===== src/rtl/uart_tx_framer.sv =====
// rtl/uart_tx_framer.sv - UART transmit framer: byte handshake in, start/data/parity/stop serial frame out
//
// Parameters:
//   CLK_FREQ   sysclk frequency in Hz
//   BAUD       line bit rate; one bit lasts DIV = CLK_FREQ/BAUD cycles
//   PARITY_EN  1 inserts a parity bit after data bit 7
//   PARITY_ODD 0 even parity, 1 odd parity (only meaningful with PARITY_EN=1)
//   STOP_BITS  number of stop bits, 1 or 2
//
// Ports:
//   sysclk      single clock, rising edge
//   rst_n       asynchronous active-low reset
//   tx_valid    a byte is offered on tx_data
//   tx_data     byte to send
//   tx_ready    high in IDLE only; a byte is taken when tx_valid && tx_ready
//   tx          registered serial line, idles high
//   tx_done_sig one-cycle pulse on the cycle the framer returns to IDLE
//   busy        high while a frame is in flight (state != IDLE)

module uart_tx_framer #(
    parameter int CLK_FREQ   = 50_000_000,
    parameter int BAUD       = 9600,
    parameter int PARITY_EN  = 0,
    parameter int PARITY_ODD = 0,
    parameter int STOP_BITS  = 1
) (
    input  logic       sysclk,
    input  logic       rst_n,
    input  logic       tx_valid,
    input  logic [7:0] tx_data,
    output logic       tx_ready,
    output logic       tx,
    output logic       tx_done_sig,
    output logic       busy
);

    localparam int            DIV        = CLK_FREQ / BAUD;
    localparam int            CW         = (DIV > 1) ? $clog2(DIV) : 1;
    localparam logic [CW-1:0] BAUD_LAST  = CW'(DIV - 1);
    localparam bit            HAS_PARITY = (PARITY_EN != 0);
    localparam logic          ODD        = (PARITY_ODD != 0) ? 1'b1 : 1'b0;
    // Index of the final stop bit: 0 for one stop bit, 1 for two.
    localparam logic          STOP_LAST  = (STOP_BITS == 2) ? 1'b1 : 1'b0;

    typedef enum logic [2:0] {
        IDLE,
        START,
        DATA,
        PARITY,
        STOP
    } state_t;

    state_t        state;
    state_t        state_next;
    logic [CW-1:0] baud_cnt;
    logic [3:0]    bit_idx;
    logic          stop_idx;
    logic [7:0]    shreg;
    logic          parity_bit;
    logic          tx_next;
    logic          accept;
    logic          bit_end;

    assign tx_ready = (state == IDLE);
    assign busy     = (state != IDLE);
    assign accept   = tx_valid && tx_ready;
    // Last cycle of the current bit period; never asserted in IDLE.
    assign bit_end  = (state != IDLE) && (baud_cnt == BAUD_LAST);

    always_ff @(posedge sysclk or negedge rst_n) begin
        if (!rst_n) begin
            state <= IDLE;
        end else begin
            state <= state_next;
        end
    end

    // Next state and the value tx takes on the following edge. tx lags the
    // state register by one cycle, which puts the start-bit falling edge one
    // edge after acceptance and keeps every bit exactly DIV cycles long.
    always_comb begin
        state_next = state;
        tx_next    = 1'b1;
        case (state)
            IDLE: begin
                if (accept) begin
                    state_next = START;
                end
            end
            START: begin
                tx_next = 1'b0;
                if (bit_end) begin
                    state_next = DATA;
                end
            end
            DATA: begin
                tx_next = shreg[0];
                if (bit_end && (bit_idx == 4'd7)) begin
                    state_next = HAS_PARITY ? PARITY : STOP;
                end
            end
            PARITY: begin
                tx_next = parity_bit;
                if (bit_end) begin
                    state_next = STOP;
                end
            end
            STOP: begin
                tx_next = 1'b1;
                if (bit_end && (stop_idx == STOP_LAST)) begin
                    state_next = IDLE;
                end
            end
            default: begin
                state_next = IDLE;
            end
        endcase
    end

    // Baud counter: held at zero in IDLE so START begins a full period on
    // the acceptance edge, then wraps at every bit boundary.
    always_ff @(posedge sysclk or negedge rst_n) begin
        if (!rst_n) begin
            baud_cnt <= '0;
        end else if ((state == IDLE) || bit_end) begin
            baud_cnt <= '0;
        end else begin
            baud_cnt <= baud_cnt + 1'b1;
        end
    end

    always_ff @(posedge sysclk or negedge rst_n) begin
        if (!rst_n) begin
            bit_idx <= 4'd0;
        end else if (state != DATA) begin
            bit_idx <= 4'd0;
        end else if (bit_end) begin
            bit_idx <= (bit_idx == 4'd7) ? 4'd0 : bit_idx + 4'd1;
        end
    end

    always_ff @(posedge sysclk or negedge rst_n) begin
        if (!rst_n) begin
            stop_idx <= 1'b0;
        end else if (state != STOP) begin
            stop_idx <= 1'b0;
        end else if (bit_end) begin
            stop_idx <= ~stop_idx;
        end
    end

    // Byte and its parity are captured on acceptance, so later tx_data
    // changes cannot reach the frame in flight.
    always_ff @(posedge sysclk or negedge rst_n) begin
        if (!rst_n) begin
            shreg      <= 8'h00;
            parity_bit <= 1'b0;
        end else if (accept) begin
            shreg      <= tx_data;
            parity_bit <= (^tx_data) ^ ODD;
        end else if ((state == DATA) && bit_end) begin
            shreg <= {1'b0, shreg[7:1]};
        end
    end

    always_ff @(posedge sysclk or negedge rst_n) begin
        if (!rst_n) begin
            tx          <= 1'b1;
            tx_done_sig <= 1'b0;
        end else begin
            tx          <= tx_next;
            tx_done_sig <= (state == STOP) && (state_next == IDLE);
        end
    end

endmodule

===== config.mk =====
export PLATFORM = sky130hd
export DESIGN_NAME = uart_tx_framer
export DESIGN_NICKNAME = d
export VERILOG_FILES = /design/src/rtl/uart_tx_framer.sv
export SDC_FILE = /design/constraint.sdc
export NUM_CORES = 1
export LEC_CHECK = 0
export ABC_AREA = 1
export CORE_MARGIN = 4
export CORE_UTILIZATION = 25
export CTS_CLUSTER_DIAMETER = 150
export DETAILED_ROUTE_END_ITERATION = 8
export PLACE_DENSITY = 0.52
export REMOVE_ABC_BUFFERS = 1
export SLEW_MARGIN = 30
export SYNTH_ARGS = -nofsm -noshare
export SYNTH_HDL_FRONTEND = slang
export SYNTH_SLANG_ARGS = --single-unit

===== constraint.sdc =====
create_clock -name sysclk -period 2.5 [get_ports sysclk]
set_input_delay 0.25 -clock sysclk [delete_from_list [all_inputs] [get_ports sysclk]]
set_output_delay 0.25 -clock sysclk [all_outputs]
set_load 0.005 [all_outputs]

==> results of run 1 <==
power groups by stage:
stage                     clock (mW)  combinational [mW]  sequential [mW]
after floorplan                    0              0.0219            0.528
after global placement             0              0.0558            0.527
after detailed placement           0              0.0567            0.527
after CTS                      0.504              0.0569            0.517
after global routing           0.522              0.0644            0.517
final                          0.482              0.0549            0.518
stage by stage:
stage          util [%]  area, um^2  hold WS [ns]  power [mW]
5_1_grt            30.8        2280         0.419        1.10
3_5_place_dp       29.4        2170         0.453       0.584
4_1_cts            30.8        2280         0.394        1.08
3_3_place_gp       29.4        2170         0.447       0.583
2_1_floorplan         -        1900       -0.0456       0.549
6_report           30.8        2280         0.383        1.06
flip-flops by register name, summed over array words and instances, names as in the netlist:
signal and cells:
baud_cnt 13, bit_idx 4, parity_bit 1, shreg 8, state 3, stop_idx 1, tx 1, tx_done_sig 1
synth_stat cells (all sizes together):
cell type  count  area (um^2)
o21ai         10         50.1
ha             2         25.0
xor2           1         8.76
nor3b          4         30.0
and2           1         6.26
nand2        108          438
dfrtp         31          776
nand3         23          128
or2            1         6.26
xnor2          1         8.76
a31oi          1         6.26
inv           39          146
nand3b         1         7.51
nor3           6         35.0
nor2          30          145
clkinv         1         8.76
buf            3         33.8
dfstp          1         26.3
nand4          4         25.0
a21oi          4         20.0
nor4           1         6.26
cell usage in the layout (no fill, tap or decap), drive strengths merged, types with 6 or more instances in the layout:
cell | synthesis | final
nand2 | 108 | 108
inv | 39 | 39
dfrtp | 31 | 31
nor2 | 30 | 30
nand3 | 23 | 23
clkdlybuf4s50 | 0 | 14
o21ai | 10 | 10
nor3 | 6 | 6
clkbuf | 0 | 6
layout make-up:
type / instances / area share, %
Inverter: 40 / 6.80
Timing Repair Buffer: 15 / 6.47
Clock inverter: 2 / 1.54
Clock buffer: 6 / 3.18
Sequential cell: 32 / 35.1
Multi-Input combinational cell: 198 / 41.4
Tap cell: 99 / 5.43
cell families after synthesis:
| group | after synthesis | synth area share [%] |
|---|---|---|
| and+or+nand+nor | 179 | 42.7 |
| buffers and inverters | 43 | 9.75 |
| DFF | 32 | 41.4 |
| AOI/OAI and AO/OA | 15 | 3.94 |
| xor gates and xnor gates | 2 | 0.905 |
| adders and majority gates | 2 | 1.29 |
per-layer routing:
metal  up-vias  global-route usage (%)
met5         -                       0
met4         0                    3.20
met3         2                    2.35
met2        15                    16.6
met1       714                    11.1
li1        893                       -
critical path, delay by kind of cell, from the launching register on:
kind	cells	cell delay (ns)
buf+inv	2	0.56
flops	1	0.45
simple gates	2	0.24
worst max path at each step:
stage | start | to | slack, ns | depth (start not counted)
finish | state[0]$_DFF_PN0_ | tx_ready | 0.72 | 4
global route | state[0]$_DFF_PN0_ | tx_ready | 0.61 | 4
CTS | state[0]$_DFF_PN0_ | tx_ready | 0.69 | 4
detailed placement | baud_cnt[0]$_DFF_PN0_ | baud_cnt[9]$_DFF_PN0_ | 0.96 | 9
global placement | baud_cnt[0]$_DFF_PN0_ | baud_cnt[9]$_DFF_PN0_ | 1.00 | 9
floorplan | baud_cnt[0]$_DFF_PN0_ | baud_cnt[9]$_DFF_PN0_ | 1.10 | 9
==> results.tsv, run 1 <==
metric	value	unit
outcome	finished clean	
area of the multi-input gates	946	um^2
met1 wire length	1820	um
layout cells sized above 1	9.22	%
#FFs+latches synth	32	
Crit. End Element	primary output	
post-synthesis sequential area ratio	41.4	%
largest net degree at the start of global routing	33	
Critical Path AT	1.53	ns
max-cap violations	0	
Worst setup SP type	flop	
detailed-route via count	1624	
routed wl met3	134	um
DP HPWL	2890	um
Clock Pin Slew Worst Setup and Hold Paths	0.07	ns
Sequential cell area	802	um^2
Final min period	1.78	ns
Critical Path RT	2.25	ns
Area Growth Syn to Fin	17.8	%
initial antenna violation count	0	
Slew HR	72.3	%
Die Ht	96.0	um
combinational share of power	5.2	%
# H-tree levels	2	
clk sinks	32	
highest metal used	met4	
number of diodes	0	
I/O pins	15	
Reg power frac	49.1	%
CTS tree	built	
RSZ-0062 raised after global routing	false	
vias per cell	4.14	
first-pass GRT wire length	6970	um
Core Rows	31	
final setup margin	0.719	ns
worst reg2reg startpoint	baud_cnt[0]$_DFF_PN0_	
Nets	305	
Register-to-Register Path Depth	9	
maximum operating frequency	0.561	GHz
Final setup viols	0	
slowest stage cell on the critical path	clkdlybuf4s50_1	
gp weighted congestion	0.761	
Core ar.	7410	um^2
reg-to-reg endpoint	baud_cnt[9]$_DFF_PN0_	
Switch Pwr	218	uW
remaining antenna violation count after routing	0	
Gates resized, CTS repair	0	
CTS Root Cell	clkbuf_8	
Placed Cells	384	
Slew @ Worst Pin	0.415	ns
worst-path maximum fanout	5	
Netlist cell types	29	
Post-Route WL	3790	um
max incr delay on CP	0.49	ns
part of the cycle the worst path needs	71.2	%
DR pass1 iterations	4	
Met2 Wirelength	1810	um
max-slew violation count	0	
Post-route DRC	0	
Final Hold Viols	0	
Worst VDD drop	0.172	mV
cells along the critical path	nor2_4 > nand2_4 > inv_2 > clkdlybuf4s50_1	
I/O Buffers	14	
dpl ws	0.960	ns
Syn Std Cell Area	1940	um^2
WS Path Type	flop to primary output	
min-delay worst type	input pin to asynchronous set/reset pin	
Int Pwr	837	uW
yosys warns	0	
setup tns final	0	ns
Initial Utilization	26.1	%
wire per inst	9.67	um
cell area power density	462	nW/um^2
final std cells w/o fill	392	
CTS Buf Count	5	
Skew-Pair Late Insertion Delay	0.28	ns
Leak	1.17	nW
die width	96.0	um
Post-Synthesis Cells	273	
total grt overflow	0	
flop2flop setup slack	0.97	ns
CTS Hold Bufs	0	
DR iter-0 viols	51	
clk_skew	0.00390	ns
Net Sw Frac	20.6	%
clock share of power	45.7	%
synthesized area per cell	7.09	um^2
die area	9220	um^2
Max clock buf depth	2	
Fillers	795	
total track usage	9.42	%
post-CTS setup buffer count	0	
number of global-route vias before repair	1596	
Note: power is estimated with default switching activity, not from simulation.
==> run 2: changes to the inputs <==
Settings changed: PLACE_DENSITY 0.52 to 0.53.
Clock period 2.5 ns to 1.56 ns, I/O delays scaled along.
==> run 2 against run 1 <==
  * First-iteration DRC count fell by 5.9%
  * Clock power grew 67%
  * Largest cell class unchanged
  * Combinational power is 69% higher
  * Critical endpoint is now busy
==> results.tsv, run 2 (same netlist as run 1, synthesis figures left out) <==
metric	value	unit	change
outcome	finished clean		
clk_skew	0.00754	ns	+0.00364 ns
CTS Root Cell	clkbuf_8		
die area	9220	um^2	unchanged
WS Path Type	flop to primary output		
DR pass1 iterations	4		unchanged
part of the cycle the worst path needs	96.2	%	
Crit. End Element	primary output		
Core ar.	7410	um^2	unchanged
remaining antenna violation count after routing	0		unchanged
wire per inst	10.3	um	+6.0%
DP Area	2240	um^2	+3.0%
min-delay worst type	input pin to asynchronous set/reset pin		
Nets	319		+4.6%
DR iter-0 viols	48		-5.9%
max-cap violations	0		unchanged
vias per cell	4.28		+3.3%
Clock Pin Slew Worst Setup and Hold Paths	0.07	ns	about the same
CTS tree	built		
Area Growth Syn to Fin	24.9	%	
Critical Path RT	1.40	ns	-0.85 ns
worst-path maximum fanout	3		-2
Worst VDD drop	0.305	mV	+77%
clk sinks	32		unchanged
max-slew violation count	0		unchanged
Register-to-Register Path Depth	9		unchanged
Final setup viols	0		unchanged
Post-Route WL	4160	um	+9.8%
Worst setup SP type	flop		
Final Power	1.73	mW	+64%
most frequent cells in the layout	100 x nand2_1, 36 x inv_1, 31 x dfrtp_1		
number of diodes	0		unchanged
Leak	1.26	nW	+7.8%
Slew HR	79.8	%	+7.6 points
total grt overflow	0		unchanged
Initial Utilization	26.1	%	unchanged
cell area power density	714	nW/um^2	+54%
gp weighted congestion	0.780		+2.5%
DP HPWL	2950	um	+2.0%
largest net degree at the start of global routing	33		unchanged
total track usage	9.83	%	+0.40 points
Max clock buf depth	2		unchanged
I/O pins	15		unchanged
Post-route DRC	0		unchanged
die width	96.0	um	unchanged
# H-tree levels	2		unchanged
number of global-route vias before repair	1640		+2.8%
first-pass GRT wire length	7160	um	+2.7%
final instance area	2420	um^2	+6.0%
Skew-Pair Late Insertion Delay	0.29	ns	about the same
CTS Buf Count	5		unchanged
reg-to-reg endpoint	baud_cnt[9]$_DFF_PN0_		
Finished Core Util	32.7	%	+1.9 points
most common cell after layout, fill and taps aside	nand2_1		
Slew @ Worst Pin	0.301	ns	-0.114 ns
initial antenna violation count	0		unchanged
worst reg2reg startpoint	baud_cnt[1]$_DFF_PN0_		
Final min period	1.50	ns	
Die Ht	96.0	um	unchanged
Largest regs	baud_cnt: 13 flops, shreg: 8 flops, bit_idx: 4 flops		
Critical Path AT	1.34	ns	-0.19 ns
detailed-route via count	1738		+7.0%
layout cells sized above 1	14.3	%	+5.1 points
Final Hold Viols	0		unchanged
I/O Buffers	14		unchanged
flop2flop setup slack	0.10	ns	-0.87 ns
maximum operating frequency	0.667	GHz	
max reg flops	13		unchanged
Biggest register	baud_cnt		
Core Rows	31		unchanged
run 2: worst max-delay path: stages (launching register included):
cell	delay, ns
dfrtp_1	0.41
nor2_4	0.14
nand2_4	0.06
clkdlybuf4s50_1	0.44
run 2: what timing repair did:
action	in CTS	in global routing
gates resized for setup	2	4
gates cloned	1	1
buffers inserted	1	4
hold buffers	0	0
pin swaps	2	7
setup endpoints to repair	2	28
run 2: metrics by stage:
stage,cells,setup TNS (ns),worst slack [ns],hold slack [ns]
finish,406,0,0.0600,0.235
global route,406,-0.0315,-0.0232,0.251
CTS,401,0,0.0145,0.238
detailed placement,391,-0.00234,-0.00234,0.468
global placement,391,0,0.0547,0.444
floorplan,270,0,0.161,-0.140
run 2: routing by layer:
metal | global-route usage [%] | routed length, um
met1 | 12.3 | 1940
met2 | 16.4 | 1990
met3 | 2.11 | 162
met4 | 3.91 | 72
met5 | 0 | 0
run 2: worst max-delay path by stage:
stage | start | depth (start not counted) | end | slack [ns]
after floorplan | baud_cnt[0]$_DFF_PN0_ | 9 | baud_cnt[9]$_DFF_PN0_ | 0.16
after global placement | baud_cnt[0]$_DFF_PN0_ | 9 | baud_cnt[9]$_DFF_PN0_ | 0.05
after detailed placement | baud_cnt[0]$_DFF_PN0_ | 9 | baud_cnt[9]$_DFF_PN0_ | -0.002
after CTS | baud_cnt[0]$_DFF_PN0_ | 9 | baud_cnt[9]$_DFF_PN0_ | 0.01
after global routing | baud_cnt[1]$_DFF_PN0_ | 9 | baud_cnt[9]$_DFF_PN0_ | -0.02
final | state[0]$_DFF_PN0_ | 3 | busy | 0.06
run 2: final cells by class:
class	instances	area, um^2
flip-flops and latches	32	802
inverters	40	155
fillers	790	4990
repair buffers	27	249
clock inverters	2	35.0
clock buffers	6	72.6
multi-input cells	200	982
well taps	99	124
run 2: report_power, final:
group          switching [mW]  internal, mW
logic                  0.0506        0.0423
registers                   0         0.829
clock network           0.330         0.474
